[config.mk]
export PLATFORM = sky130hd
export DESIGN_NAME = inst_fetch
export DESIGN_NICKNAME = d
export VERILOG_FILES = /design/src/rtl/inst_fetch.sv
export SDC_FILE = /design/constraint.sdc
export NUM_CORES = 1
export LEC_CHECK = 0
export BUFFER_PORTS_ARGS = -buffer_cell sky130_fd_sc_hd__buf_2
export CAP_MARGIN = 20
export CORE_ASPECT_RATIO = 1.75
export CORE_MARGIN = 8
export CORE_UTILIZATION = 63
export DETAILED_ROUTE_END_ITERATION = 10
export PLACE_DENSITY = 0.89
export SYNTH_ARGS = -nofsm -noshare
export SYNTH_HDL_FRONTEND = slang
export SYNTH_SLANG_ARGS = --single-unit
[constraint.sdc]
create_clock -name clk -period 5.2 [get_ports clk]
set_input_delay 1.04 -clock clk [delete_from_list [all_inputs] [get_ports clk]]
set_output_delay 1.04 -clock clk [all_outputs]
set_load 0.02 [all_outputs]
[src/rtl/inst_fetch.sv]
`default_nettype none
// +------------------------------------------------------------------------+
// | inst_fetch : single-outstanding instruction fetch feeding a decode FIFO |
// | Revision   : 1.0                                                        |
// +------------------------------------------------------------------------+
module inst_fetch #(
  parameter int QDEPTH = 4
) (
  input  logic        clk,
  input  logic        rst,
  input  logic        rdy,
  input  logic        ROB_jump_judge,
  input  logic [31:0] ROB_pc,
  input  logic        ROB_clear,
  output logic        MC_req,
  output logic [31:0] MC_addr,
  input  logic        MC_valid,
  input  logic [31:0] MC_inst,
  input  logic        ID_stall,
  output logic        ID_valid,
  output logic [31:0] ID_inst,
  output logic [31:0] ID_pc
);

  localparam int PTR_W = $clog2(QDEPTH);
  localparam int CNT_W = PTR_W + 1;
  localparam logic [CNT_W-1:0] C_FULL = CNT_W'(QDEPTH);

  typedef enum logic [1:0] {
    S_IDLE     = 2'd0,
    S_WAIT     = 2'd1,
    S_REDIRECT = 2'd2
  } state_t;

  state_t             state_q, state_d;
  logic [31:0]        pc_q, pc_d;
  logic [PTR_W-1:0]   head_q, head_d;
  logic [PTR_W-1:0]   tail_q, tail_d;
  logic [CNT_W-1:0]   count_q, count_d;
  logic               mc_req_q, mc_req_d;
  logic [31:0]        mc_addr_q, mc_addr_d;
  logic               id_valid_q, id_valid_d;
  logic [31:0]        id_inst_q, id_inst_d;
  logic [31:0]        id_pc_q, id_pc_d;
  logic               push_en;
  logic               pop_en;

  logic [31:0]        mem_pc   [QDEPTH];
  logic [31:0]        mem_inst [QDEPTH];

  always_comb begin
    state_d    = state_q;
    pc_d       = pc_q;
    head_d     = head_q;
    tail_d     = tail_q;
    count_d    = count_q;
    mc_req_d   = 1'b0;
    mc_addr_d  = mc_addr_q;
    id_valid_d = 1'b0;
    id_inst_d  = id_inst_q;
    id_pc_d    = id_pc_q;
    push_en    = 1'b0;
    pop_en     = 1'b0;

    if (ROB_jump_judge) begin
      pc_d    = ROB_pc;
      head_d  = '0;
      tail_d  = '0;
      count_d = '0;
      state_d = S_REDIRECT;
    end else if (ROB_clear) begin
      // Flush keeps the PC; any outstanding read is simply forgotten.
      head_d  = '0;
      tail_d  = '0;
      count_d = '0;
      state_d = S_IDLE;
    end else begin
      pop_en = (count_q != '0) && !ID_stall;
      case (state_q)
        S_IDLE: begin
          if (count_q < C_FULL) begin
            mc_req_d  = 1'b1;
            mc_addr_d = pc_q;
            state_d   = S_WAIT;
          end
        end
        S_WAIT: begin
          if (MC_valid) begin
            push_en = 1'b1;
            pc_d    = pc_q + 32'd4;
            state_d = S_IDLE;
          end
        end
        default: ;
      endcase

      if (pop_en) begin
        id_valid_d = 1'b1;
        id_pc_d    = mem_pc[head_q];
        id_inst_d  = mem_inst[head_q];
        head_d     = head_q + PTR_W'(1);
      end
      if (push_en) begin
        tail_d = tail_q + PTR_W'(1);
      end
      count_d = count_q + CNT_W'(push_en) - CNT_W'(pop_en);
    end
  end

  always_ff @(posedge clk or negedge rst) begin
    if (!rst) begin
      state_q    <= S_IDLE;
      pc_q       <= '0;
      head_q     <= '0;
      tail_q     <= '0;
      count_q    <= '0;
      mc_req_q   <= 1'b0;
      mc_addr_q  <= '0;
      id_valid_q <= 1'b0;
      id_inst_q  <= '0;
      id_pc_q    <= '0;
    end else if (rdy) begin
      state_q    <= state_d;
      pc_q       <= pc_d;
      head_q     <= head_d;
      tail_q     <= tail_d;
      count_q    <= count_d;
      mc_req_q   <= mc_req_d;
      mc_addr_q  <= mc_addr_d;
      id_valid_q <= id_valid_d;
      id_inst_q  <= id_inst_d;
      id_pc_q    <= id_pc_d;
    end
  end

  // Queue storage needs no reset: occupancy is tracked by count/head/tail.
  always_ff @(posedge clk) begin
    if (rdy && push_en) begin
      mem_pc[tail_q]   <= pc_q;
      mem_inst[tail_q] <= MC_inst;
    end
  end

  assign MC_req   = mc_req_q;
  assign MC_addr  = mc_addr_q;
  assign ID_valid = id_valid_q;
  assign ID_inst  = id_inst_q;
  assign ID_pc    = id_pc_q;

endmodule
`default_nettype wire
==> results of run 1 <==
## power groups by stage
stage	Combinational, mW	Clock (mW)	Sequential, mW
detailed placement	0.994	0	3.93
global placement	0.961	0	3.91
CTS	1.00	2.67	3.87
floorplan	0.316	0	4.15
finish	0.982	2.65	3.88
global route	1.05	2.78	3.91
## worst paths after layout
check / start / endpoint
worst min register to register: ID_valid$_DFFE_PN0P_ / ID_valid$_DFFE_PN0P_
min in group asynchronous: rst / MC_addr[2]$_DFFE_PN0P_
worst min-delay path: ID_valid$_DFFE_PN0P_ / ID_valid$_DFFE_PN0P_
worst max register to register: state_q[1]$_DFFE_PN0P_ / mem_inst[1][23]$_DFFE_PP_
max in group asynchronous: rst / ID_inst[25]$_DFFE_PN0P_
worst max-delay path: ROB_jump_judge / mem_inst[1][23]$_DFFE_PP_
## sequential cells by signal, summed over array words and instances (netlist names), 3 cells and up
| signal | count |
|---|---|
| ID_pc | 32 |
| pc_q | 32 |
| mem_inst | 128 |
| ID_inst | 32 |
| count_q | 3 |
| mem_pc | 128 |
| MC_addr | 32 |
## cell usage in the layout (no fill, tap or decap), types with 6 or more instances in the layout
| cell type | count |
|---|---|
| sky130_fd_sc_hd__a21oi_1 | 11 |
| sky130_fd_sc_hd__and3_1 | 6 |
| sky130_fd_sc_hd__buf_2 | 167 |
| sky130_fd_sc_hd__clkbuf_16 | 37 |
| sky130_fd_sc_hd__clkinv_1 | 8 |
| sky130_fd_sc_hd__clkinv_2 | 6 |
| sky130_fd_sc_hd__dfrtp_1 | 137 |
| sky130_fd_sc_hd__edfxtp_1 | 256 |
| sky130_fd_sc_hd__ha_1 | 7 |
| sky130_fd_sc_hd__inv_1 | 12 |
| sky130_fd_sc_hd__mux2_2 | 88 |
| sky130_fd_sc_hd__mux4_2 | 64 |
| sky130_fd_sc_hd__nand2_1 | 39 |
| sky130_fd_sc_hd__nand3_1 | 19 |
| sky130_fd_sc_hd__nand4_1 | 6 |
| sky130_fd_sc_hd__nor2_1 | 30 |
| sky130_fd_sc_hd__nor3_1 | 13 |
| sky130_fd_sc_hd__o21ai_0 | 26 |
| sky130_fd_sc_hd__o22ai_1 | 8 |
## metrics by stage
stage          area, um^2  util, %  power (mW)  setup WS, ps
5_1_grt             17500     73.3        7.73          1950
6_report            17500     73.3        7.51          2060
3_5_place_dp        16400     68.4        4.92          1550
4_1_cts             17500     73.3        7.55          2090
3_3_place_gp        16400     68.3        4.87          1600
2_1_floorplan       15300        -        4.47          1210
## Yosys cell counts, drive strengths merged (2+ instances only)
library cell	instances
a21oi	11
a211oi	2
a22oi	2
o22ai	8
o221ai	2
a31oi	3
edfxtp	256
and4	2
o31ai	2
dfrtp	139
xor2	3
mux4	64
nand4	7
inv	12
o211ai	3
buf	21
and2	6
o311ai	5
nor2	31
clkbuf	17
mux2	93
and3	6
nor3	16
nand3	19
o21a	2
a311oi	5
ha	7
nor4	4
nand2	40
o21ai	26
a22o	2
## critical path: cells and delay by family
kind          cells  cell delay (ps)
buf+inv           1              210
simple gates      3             1910
## kinds of logic (layout without fill, tap and decap cells)
logic type                 after synthesis  count (layout)  synth area share, %
adders and majority gates                8               8                0.705
xor gates and xnor gates                 3               3                0.172
DFF                                    395             395                 73.2
muxes                                  157             157                 16.3
other                                    0               1                    0
AOI/OAI and AO/OA                       82              82                 3.57
buffers and inverters                   51             249                 1.63
and+or+nand+nor                        137             137                 4.44
## metal layers
layer,vias up,GRT usage (%),part of all wire (%)
met5,-,0,0
met4,0,8.55,3.1
met3,71,3.47,7.2
met2,482,39.9,54
met1,4338,28.2,36
li1,3624,-,-
## area by class of cell
class                   instances  area [um^2]
diodes                          1         2.50
clock buffers                  43          958
clock inverters                19          214
fillers                      1352         6390
inverters                      13         48.8
multi-input cells             387         3860
flip-flops and latches        395        11200
well taps                     308          385
repair buffers                174          896
==> impl.org, run 1 <==
** Layout
- The post-route netlist has 38.0% of its cells at a drive strength greater than 1.
- Synthesis-to-layout area growth :: 14.9%
- Count of placed standard cells in the final layout, fillers left out :: 1,340
- The net count of the finished layout is 1,084.

** Global routing
- Overflow left after global routing :: 0
- Vias in the first global route :: 8,866
- The number of antenna violations at the first check in global routing is 2.
- Entering global routing, the biggest net connects just under 100 pins.
- Total routing resource utilization after global routing :: a little under a quarter
- Wire length of the first global-routing pass :: roughly 52 mm

** Synthesis
- Most used DFF post-synth :: sky130_fd_sc_hd__edfxtp_1
- Average cell area after synthesis :: about 18 um^2
- Synthesis Warnings :: 0
- Share of synthesized flip-flops with an asynchronous set or reset :: 35.2%
- Syn Inst Count :: 833
- Synth top area share :: 50.4%
- Biggest area consumer among synthesized cells :: sky130_fd_sc_hd__edfxtp_1
- Number of nets produced by synthesis :: 912
- Cell types occupying the most area after synthesis :: sky130_fd_sc_hd__edfxtp_1, sky130_fd_sc_hd__dfrtp_1, sky130_fd_sc_hd__mux4_2
- Post-synth design cell area :: 15,300 um^2
- Summing the sequential cell areas from Yosys gives 73.2% of the chip area.
- Synthesis inferred a little under 400 register bits.
- Number of distinct library cells after synthesis :: between 50 and 60
- Number of synthesized flops with an enable pin :: 256

** Floorplan
- Die Footprint :: between 20,000 and 30,000 um^2
- I/O Pins :: 169
- In this run the standard cell core region covers 23,900 um^2.
- The initial utilization of the core area, before any placement, comes to between 60% and 70%.
- The die is 134 um wide.
- The floorplan has 75 rows.
- Vertical extent of the die :: between 200 and 250 um

** Outcome
- The run finished with clean final reports.

** Power and ir drop
- Cell-internal power :: 5.59 mW
- Net load switching power :: 1.91 mW
- Dividing total power by cell area gives a power density of about 430 nW/um^2.
- Combinational logic burns a little over an eighth of the power.
- Peak ir drop on the vdd network :: about 0.25 mV
- Switching fraction of total power :: 25.5%
- Leakage :: around 6.8 nW
- Of the total power, registers draw between 50% and 60%.
- Part of the power in the clock network :: 35.3%

** STA
- Headroom to the max-slew limit came out at 33.3%.
- Dividing the final minimum period by the clock period gives around 60%.
- Based on the critical path, the design can be clocked at up to 0.319 GHz.
- At the pin with the least slew margin, the transition time is between 900 and 1000 ps.
- Setup repair after global routing left no endpoint under its margin.
- Final Hold Violating Endpoints :: 0
- Count of endpoints failing setup in the final report :: 0
- The routed design could run at a clock period as short as approximately 3100 ps.
- Post-route setup TNS :: 0 ps
- Total count of max-transition violations in the final report :: 0
- Fin Clk Skew :: 12.4 ps
- Hold Worst Slack :: 476 ps

** Detailed routing
- Detailed-router iteration count before antenna repair :: 7
- After detailed routing, the average wire length per cell comes to 25.4 um.
- Drt drc :: 0
- Antenna-violating nets left :: 0
- Dividing the detail-routed via count by the number of cells gives 6.35.
- The routed layout has 8,515 vias.
- For this block, the initial DRC count from the detailed router was between 800 and 900.
- For this block, the routed nets add up to 34.0 mm of wire.

** Worst hold path
- Type of the worst min-delay path :: flip-flop to flip-flop
- Along the worst hold path, the cell count comes to 1.

** Setup path
- Arrival time of data at the critical path endpoint :: ~3300 ps
- CP endpoint kind :: flip-flop
- Data required time of the critical path :: roughly 5300 ps
- The worst setup path is launched from an input pin.
- Slack of the worst reg-to-reg path :: 2480 ps
- Category of the most critical setup path :: input pin to flip-flop
- Standard cell with the maximum stage delay on the critical path :: sky130_fd_sc_hd__and2_4
- The signal on the critical path passes through buf_2 > or3b_4 > nor2_2 > and2_4.
- The worst register-to-register path has a depth of 4.
- CP max FO :: 64
- The largest single stage delay on the critical path is 880 ps.

** Flow run
- Max-Cap Viols :: 0

** Clocking
- Number of instances resized during post-cts repair :: 0
- CTS placed an instance of sky130_fd_sc_hd__clkbuf_16 at the clock tree root.
- Counting the buffers created by CTS gives 34.
- Largest buffer count on any clock path :: 3
- Depth of the CTS H-tree :: 2
- CTS hold repair buffers :: 0
- Clk slew on worst S/H paths :: 60 ps
- TritonCTS built the clock tree.
- Number of sinks driven by the clock tree :: 395
- Post-CTS setup-driven buffer insertion count :: 0
- For the worst-skew pair, the clock arrives at the later sink with an insertion delay of 520 ps.

** Placed design
- During placement, the flow inserted port buffers numbering around 170.
- Detailed placement finished with a half-perimeter wire length of 21.1 mm.
- In this run, placement finished with an instance count of 1,277.
- At the end of routability-driven placement, the weighted congestion stood at 0.867.
Power figures use the tool's default switching activity.
==> run 2, diff against run 1 <==
Settings changed: ABC_AREA set to 1, CORE_UTILIZATION 63 to 58, PLACE_DENSITY 0.89 to 0.83.
Clock period 5.2 ns to 3 ns, I/O delays scaled along.
==> impl.org, run 2 <==
** STA
- The final setup slack of the worst path is 523 ps (-1540 ps).
- Total count of max-transition violations in the final report :: 0 (unchanged)
- Measured slew at the worst slew-check pin :: 867 ps (-132 ps)
- Unrepaired setup endpoints after global routing :: false
- Final Hold Violating Endpoints :: 0 (unchanged)
- Headroom to the max-slew limit :: 42.2% (+8.8 points)
- After layout, the worst path uses 82.6% of the clock period.
- The final-report setup violation count is 0 (unchanged).
- The smallest clock period supported by the final layout is computed as 2480 ps.
- Hold Worst Slack :: 11.6 ps (-465 ps)
- Top achievable clock speed :: 0.404 GHz
- Fin Clk Skew :: 23.6 ps (+11.2 ps)

** Synthesis
- The net count after synthesis is 1,527 (+67%).
- Of all cell types, the one taking the most synthesized area is sky130_fd_sc_hd__edfxtp_1.
- Synthesis Warnings :: 0 (unchanged)
- Most used DFF post-synth :: sky130_fd_sc_hd__edfxtp_1
- The number of flops mapped to enable cells by yosys came to 256 (unchanged).
- Number of distinct library cells after synthesis :: 34 (-40%)
- The top-area cell type share of the netlist area is 48.4% (-1.9 points).
- Among all cell types in the netlist, the one instantiated most often is sky130_fd_sc_hd__nor2_1.
- By area the synthesized netlist is led by sky130_fd_sc_hd__edfxtp_1, sky130_fd_sc_hd__dfrtp_1, sky130_fd_sc_hd__nor2_1.
- Average cell area after synthesis :: 11.0 um^2 (-40%)
- Syn Inst Count :: 1,448 (+74%)
- Post-synth design cell area :: 15,900 um^2 (+4.0%)
- The number of register bits inferred by synthesis was 395 (unchanged).
- The post-synthesis async set-or-reset flop share is 35.2% (unchanged).
- In the synthesized netlist, the cells that appear most often are sky130_fd_sc_hd__nor2_1, sky130_fd_sc_hd__edfxtp_1, sky130_fd_sc_hd__o21ai_0.
- The post-synthesis sequential area ratio came to 70.4% (-2.8 points).

** Clocking
- The hold-fix buffer count after cts came to 0 (unchanged).
- Number of sinks driven by the clock tree :: 395 (unchanged)
- The number of buffers between clock root and the deepest sink is 3 (unchanged).
- Clock tree synthesis selected as its root buffer the cell sky130_fd_sc_hd__clkbuf_16.
- The total CTS buffers came to 34 (unchanged).
- The post-CTS setup buffer count came to 0 (unchanged).
- Skew-Pair Late Insertion Delay :: 520 ps (about the same)
- Clock tree from TritonCTS :: done
- Clk slew on worst S/H paths :: 60 ps (about the same)
- Number of instances resized during post-cts repair :: 0 (unchanged)
- The number of H-tree branching levels is 2 (unchanged).

** Setup path
- Delay of the slowest cell on the worst path :: 770 ps (-110 ps)
- The arrival time at the worst endpoint is 2910 ps (-360 ps).
- The signal on the critical path passes through buf_4 > buf_4 > nor2_1 > nor2_1 > o21ai_0 > a31oi_1.
- Startpoint class of the critical path :: flip-flop
- Category of the most critical setup path :: flip-flop to flip-flop
- In this design, the largest share of critical-path delay is due to buffers and inverters.
- The data required time of the worst path is 3430 ps (-1900 ps).
- The worst setup path is captured at a flip-flop.
- CP max FO :: 71 (+11%)
- R2r startpoint :: head_q[0]$_DFFE_PN0P_
- The buffering stage count on the worst path with inverters included came to 2 (+1).
- The critical path starts at head_q[0]$_DFFE_PN0P_.
- Standard cell with the maximum stage delay on the critical path :: sky130_fd_sc_hd__buf_4

** Detailed routing
- The detailed-route via count is 11,300 (+33%).
- DRC violation total after the first TritonRoute iteration :: 982 (+20%)
- The first-pass iteration count of the detailed router was 7 (unchanged).
- The total routed wirelength was 38.4 mm (+13%).
- The detailed-route wire length per cell came to 19.2 um (-24%).
- Drt drc :: 0 (unchanged)
- The via-per-instance ratio was 5.68 (-11%).
- The remaining antenna violation count was 0 (unchanged).

** Power and ir drop
- Power per unit of standard cell area :: 824 nW/um^2 (+92%)
- The maximum vdd drop came to 0.478 mV (+90%).
- The overall power of the completed layout was 15.0 mW (+100%).
- Leakage :: 7.34 nW (+8.7%)

** Layout
- Synthesis-to-layout area growth :: 14.9% (about the same)
- The number of fill cells in the layout came to 1,946 (+44%).
- The largest registers in the layout are mem_inst x128, mem_pc x128.
- Leaving out fill and tap cells, the most frequent cell in the layout is sky130_fd_sc_hd__nor2_1.
- Antenna cell count :: 0 (-1)
- Final standard cell utilization of the core :: 67.2% (-6.1 points)
- Fraction of layout instances using a drive strength above 1 :: 16.0% (-22 points)
- The net total in the final layout came to 1,681 (+55%).
- In the layout the commonest cells are sky130_fd_sc_hd__nor2_1, sky130_fd_sc_hd__edfxtp_1, sky130_fd_sc_hd__o21ai_0.

** Outcome
- Run status :: finished, final reports clean

** Placed design
- The number of buffers inserted by port buffering is 168 (unchanged).
- HPWL after detailed placement :: 24.7 mm (+17%)
- The worst slack at placement is 578 ps (-975 ps).
- Routability cong. :: 0.885 (+2.0%)

** Global routing
- Total routing resource utilization after global routing :: 23.3% (+0.42 points)
- The overall overflow remaining after global route came to 0 (unchanged).
- The global-route wire length before repair came to 60.6 mm (+16%).
- The via count of the first global-routing pass was 11,600 (+31%).
- Largest net degree at the start of global routing :: 72 (-26%)
- The number of antenna violations at the first check in global routing came to 0 (-2).

** Floorplan
- Die Footprint :: 33,100 um^2 (+12%)
- Cell Rows :: 80 (+6.7%)
- The die height was 235 um (+5.8%).
- The die span in x was 141 um (+5.5%).
- Core footprint :: 27,100 um^2 (+13%)
- The initial core utilization is 58.5% (-5.3 points).
- I/O Pins :: 169 (unchanged)

** Worst hold path
- In this run the worst hold path is classified as input pin to async pin.

** Flow run
- Max-Cap Viols :: 0 (unchanged)
[run 2: cell type report]
type                            instances  area, um^2  area share (%)
Sequential cell                       395       11200            61.3
Inverter                               56         211            1.16
Tap cell                              369         462            2.53
Multi-Input combinational cell        924        4170            22.9
Timing Repair Buffer                  191        1120            6.14
Clock buffer                           47         951            5.21
Clock inverter                         14         150           0.823
[run 2: cells by family after synthesis]
family                     synth area share [%]
adders and majority gates                 0.678
DFF                                        70.4
AOI/OAI and AO/OA                          9.22
buffers and inverters                      3.57
and+or+nand+nor                            15.9
xor gates and xnor gates                  0.221
muxes                                    0.0710
[run 2: path summary, 6_finish.rpt]
path | slack (ps) | cells after the start | end
max | 520 | 6 | ID_pc[13]$_DFFE_PN0P_
min in group clk | 300 | 3 | pc_q[0]$_DFFE_PN0P_
min reg2reg | 480 | 2 | MC_addr[4]$_DFFE_PN0P_
min | 10 | 1 | ID_inst[1]$_DFFE_PN0P_
max in group asynchronous | 2230 | 2 | pc_q[26]$_DFFE_PN0P_
max reg2reg | 520 | 6 | ID_pc[13]$_DFFE_PN0P_
[run 2: metrics by stage]
step                TNS [ps]  area (um^2)  cells
floorplan             -63730        15900   1448
global placement           0        17100   1935
detailed placement         0        17100   1935
CTS                        0        18200   1996
global route               0        18200   1996
finish                     0        18200   1996
[run 2: worst register-to-register path, cell delays in order (launching register included)]
cell and delay (ps):
sky130_fd_sc_hd__dfrtp_4 410, sky130_fd_sc_hd__buf_4 540, sky130_fd_sc_hd__buf_4 770, sky130_fd_sc_hd__nor2_1 130, sky130_fd_sc_hd__nor2_1 140, sky130_fd_sc_hd__o21ai_0 150
sky130_fd_sc_hd__a31oi_1 250
[run 2: power by group]
part | leakage (nW) | internal (mW) | switching (mW) | total [mW]
clock | 0.537 | 2.49 | 1.87 | 4.36
sequential | 4.09 | 6.48 | 0.519 | 6.99
combinational | 2.72 | 1.13 | 2.54 | 3.67
[run 2: per-layer routing]
metal	track usage (%)	routed length [um]	share of wire, %	vias up
li1	-	-	-	5246
met1	26.9	13900	36	5482
met2	41.5	20200	53	509
met3	2.86	2420	6.3	110
met4	11.9	1830	4.8	0
met5	0	0	0	-
==> run 3, diff against run 2 <==
Settings changed: CORE_UTILIZATION 58 to 53, PLACE_DENSITY 0.83 to 0.8.
Clock period 3 ns to 2.25 ns, I/O delays scaled along.
==> impl.org, run 3 (same netlist as run 2, synthesis figures left out) <==
** Global routing
- The global-route wire length before repair came to 60.1 mm (-0.89%).
- Number of antenna violations at the first check in global routing :: 2 (+2)
- The all-layer global routing usage is 21.1% (-2.2 points).
- Overflow left after global routing :: 0 (unchanged)
- The largest net degree at the start of global routing came to 132 (+83%).
- The via count of the first global-routing pass was 11,700 (+0.17%).

** STA
- Unrepaired setup endpoints after global routing :: false
- Fin Clk Skew :: 12.8 ps (-10.8 ps)
- The shortest period the worst path allows was 2160 ps (-320 ps).
- Worst Setup Slack, final :: 93.0 ps (-430 ps)
- Final Hold Violating Endpoints :: 0 (unchanged)
- Post-route setup TNS :: 0 ps (unchanged)
- The measured slew at the worst slew-check pin is 866 ps (-1.12 ps).
- The post-route clock period utilization is 95.9% (+13 points).
- The max-slew violation count came to 0 (unchanged).
- The worst slew margin relative to its limit was 42.3% (+0.075 points).
- The final-report setup violation count is 0 (unchanged).
- The highest clock frequency the design can meet was 0.464 GHz (+15%).

** Floorplan
- Core footprint :: 29,700 um^2 (+9.6%)
- The total number of placement rows came to 84 (+5.0%).
- Horizontal die dimension :: 147 um (+4.1%)
- The die height was 245 um (+4.3%).
- I/O Pins :: 169 (unchanged)
- Initial Utilization :: 53.3% (-5.1 points)
- The die area is 35,900 um^2 (+8.6%).

** Setup path
- The data required time of the worst path was 2640 ps (-790 ps).
- Startpoint class of the critical path :: flip-flop
- STA classifies the critical path endpoint as a flip-flop.
- CP max FO :: 3 (-96%)
- Arrival time of data at the critical path endpoint :: 2550 ps (-360 ps)
- The setup path with the least slack is of type flip-flop to flip-flop.

** Layout
- Final #Nets :: 1,687 (+0.36%)
- The library cell used most frequently in the layout, excluding fill and tap cells, is sky130_fd_sc_hd__nor2_1.
- Final standard cell utilization of the core :: 62.0% (-5.2 points)
- The area growth from synthesis to layout is 16.2%.
- Fraction of layout instances using a drive strength above 1 :: 16.6% (+0.54 points)
- The top cell types in the final layout, fill and taps aside, are sky130_fd_sc_hd__nor2_1, sky130_fd_sc_hd__edfxtp_1, sky130_fd_sc_hd__o21ai_0.
- Registers with the highest flip-flop counts :: mem_inst x128, mem_pc x128
- The count of placed standard cells in the final layout, fillers left out is 2,024 (+1.4%).

** Clocking
- Clock root buffer master :: sky130_fd_sc_hd__clkbuf_16
- The clock transition at the registers of the reported paths is 70 ps (about the same).
- TritonCTS built the clock tree.
- Largest buffer count on any clock path :: 3 (unchanged)
- Skew-Pair Late Insertion Delay :: 520 ps (about the same)
- Number of sinks driven by the clock tree :: 395 (unchanged)
- The total CTS buffers came to 34 (unchanged).
- The number of H-tree branching levels was 2 (unchanged).

** Placed design
- The number of buffers inserted by port buffering was 168 (unchanged).
- Setup slack at placement :: 93.7 ps (-484 ps)
- The number of placed cells counting well taps is 1,957 (+1.1%).
- Routability cong. :: 0.910 (+2.9%)
- The post-detailed-placement half-perimeter wirelength is 24.4 mm (-1.2%).

** Detailed routing
- Detailed-router iteration count before antenna repair :: 5 (-2)
- Via Count :: 11,200 (-1.5%)
- The detailed-route wire length per cell is 18.9 um (-1.9%).
- Total Routed Length :: 38.2 mm (-0.50%)
- Drt drc :: 0 (unchanged)
- The via-per-instance ratio came to 5.52 (-2.9%).
- Antenna-violating nets left :: 0 (unchanged)
- DRC violation total after the first TritonRoute iteration :: 790 (-20%)

** Flow run
- Max-Cap Viols :: 0 (unchanged)

** Outcome
- Run status :: finished, final reports clean

** Power and ir drop
- Leakage :: 7.41 nW (+1.0%)
- The overall power of the completed layout is 20.2 mW (+34%).
- Peak ir drop on the vdd network :: 0.707 mV (+48%)
- Power per unit of standard cell area :: 1090 nW/um^2 (+33%)

** Worst hold path
- The path class of the tightest hold or removal check is input pin to flip-flop.
-- run 3: changes by cell type in the layout (fill, tap and decap cells not counted), sizes merged --
cell         before  now
bufinv            3    2
dlygate4sd3       0    1
buf             191  196
inv              55   57
diode             0    3
clkbuf           47   48
clkinv           11   10
-- run 3: cell type report --
cell class	instances	area [um^2]
fill	2227	11300
sequential	395	11200
tap	387	484
timing repair buffer	197	1240
antenna	3	7.51
clock buffer	48	1010
inverter	56	214
clock inverter	14	128
multi-input combinational	924	4180
-- run 3: critical path, cell delays in order (launching register included) --
cell and delay [ps]:
sky130_fd_sc_hd__dfrtp_1 430, sky130_fd_sc_hd__inv_2 80, sky130_fd_sc_hd__nand2_1 70, sky130_fd_sc_hd__o21bai_1 210
sky130_fd_sc_hd__inv_1 70, sky130_fd_sc_hd__ha_1 290, sky130_fd_sc_hd__inv_1 70, sky130_fd_sc_hd__ha_1 160
sky130_fd_sc_hd__inv_1 60, sky130_fd_sc_hd__fa_2 520, sky130_fd_sc_hd__o22ai_1 70
-- run 3: worst paths after layout --
path                                    startpoint                        end  cells after the start  slack, ps
min in group asynchronous                      rst     MC_addr[0]$_DFFE_PN0P_                      2        410
hold / removal                         MC_inst[17]  mem_inst[0][17]$_DFFE_PP_                      1        140
max in group asynchronous                      rst    ID_inst[16]$_DFFE_PN0P_                      3       1120
setup / recovery            count_q[1]$_DFFE_PN0P_     count_q[1]$_DFFE_PN0P_                     10         90
setup reg to reg            count_q[1]$_DFFE_PN0P_     count_q[1]$_DFFE_PN0P_                     10         90
hold reg to reg            MC_addr[24]$_DFFE_PN0P_    MC_addr[24]$_DFFE_PN0P_                      2        480
-- run 3: repair_timing --
item,CTS,global route
setup buffers,0,1
endpoints found under the setup margin,0,1
hold buffers,1,0
resized for setup,0,3
endpoints found under the hold margin,39,0
-- run 3: routing by layer --
layer / global-route usage, % / share of wire (%) / vias up
met5: 0 / 0 / -
met4: 10.4 / 3.7 / 0
met2: 38.8 / 54 / 391
met1: 23.3 / 37 / 5437
met3: 3.30 / 6.0 / 77
li1: - / - / 5270
-- run 3: power by group --
group / internal [mW] / leakage (nW) / switching, mW
combinational: 1.57 / 2.77 / 3.35
sequential: 8.63 / 4.09 / 0.694
clock: 3.38 / 0.555 / 2.55
-- run 3: stage by stage --
step | cell area, um^2 | hold WS (ps)
global placement | 17300 | 391
detailed placement | 17300 | 399
global route | 18400 | 132
floorplan | 15900 | 154
CTS | 18400 | 125
finish | 18400 | 141
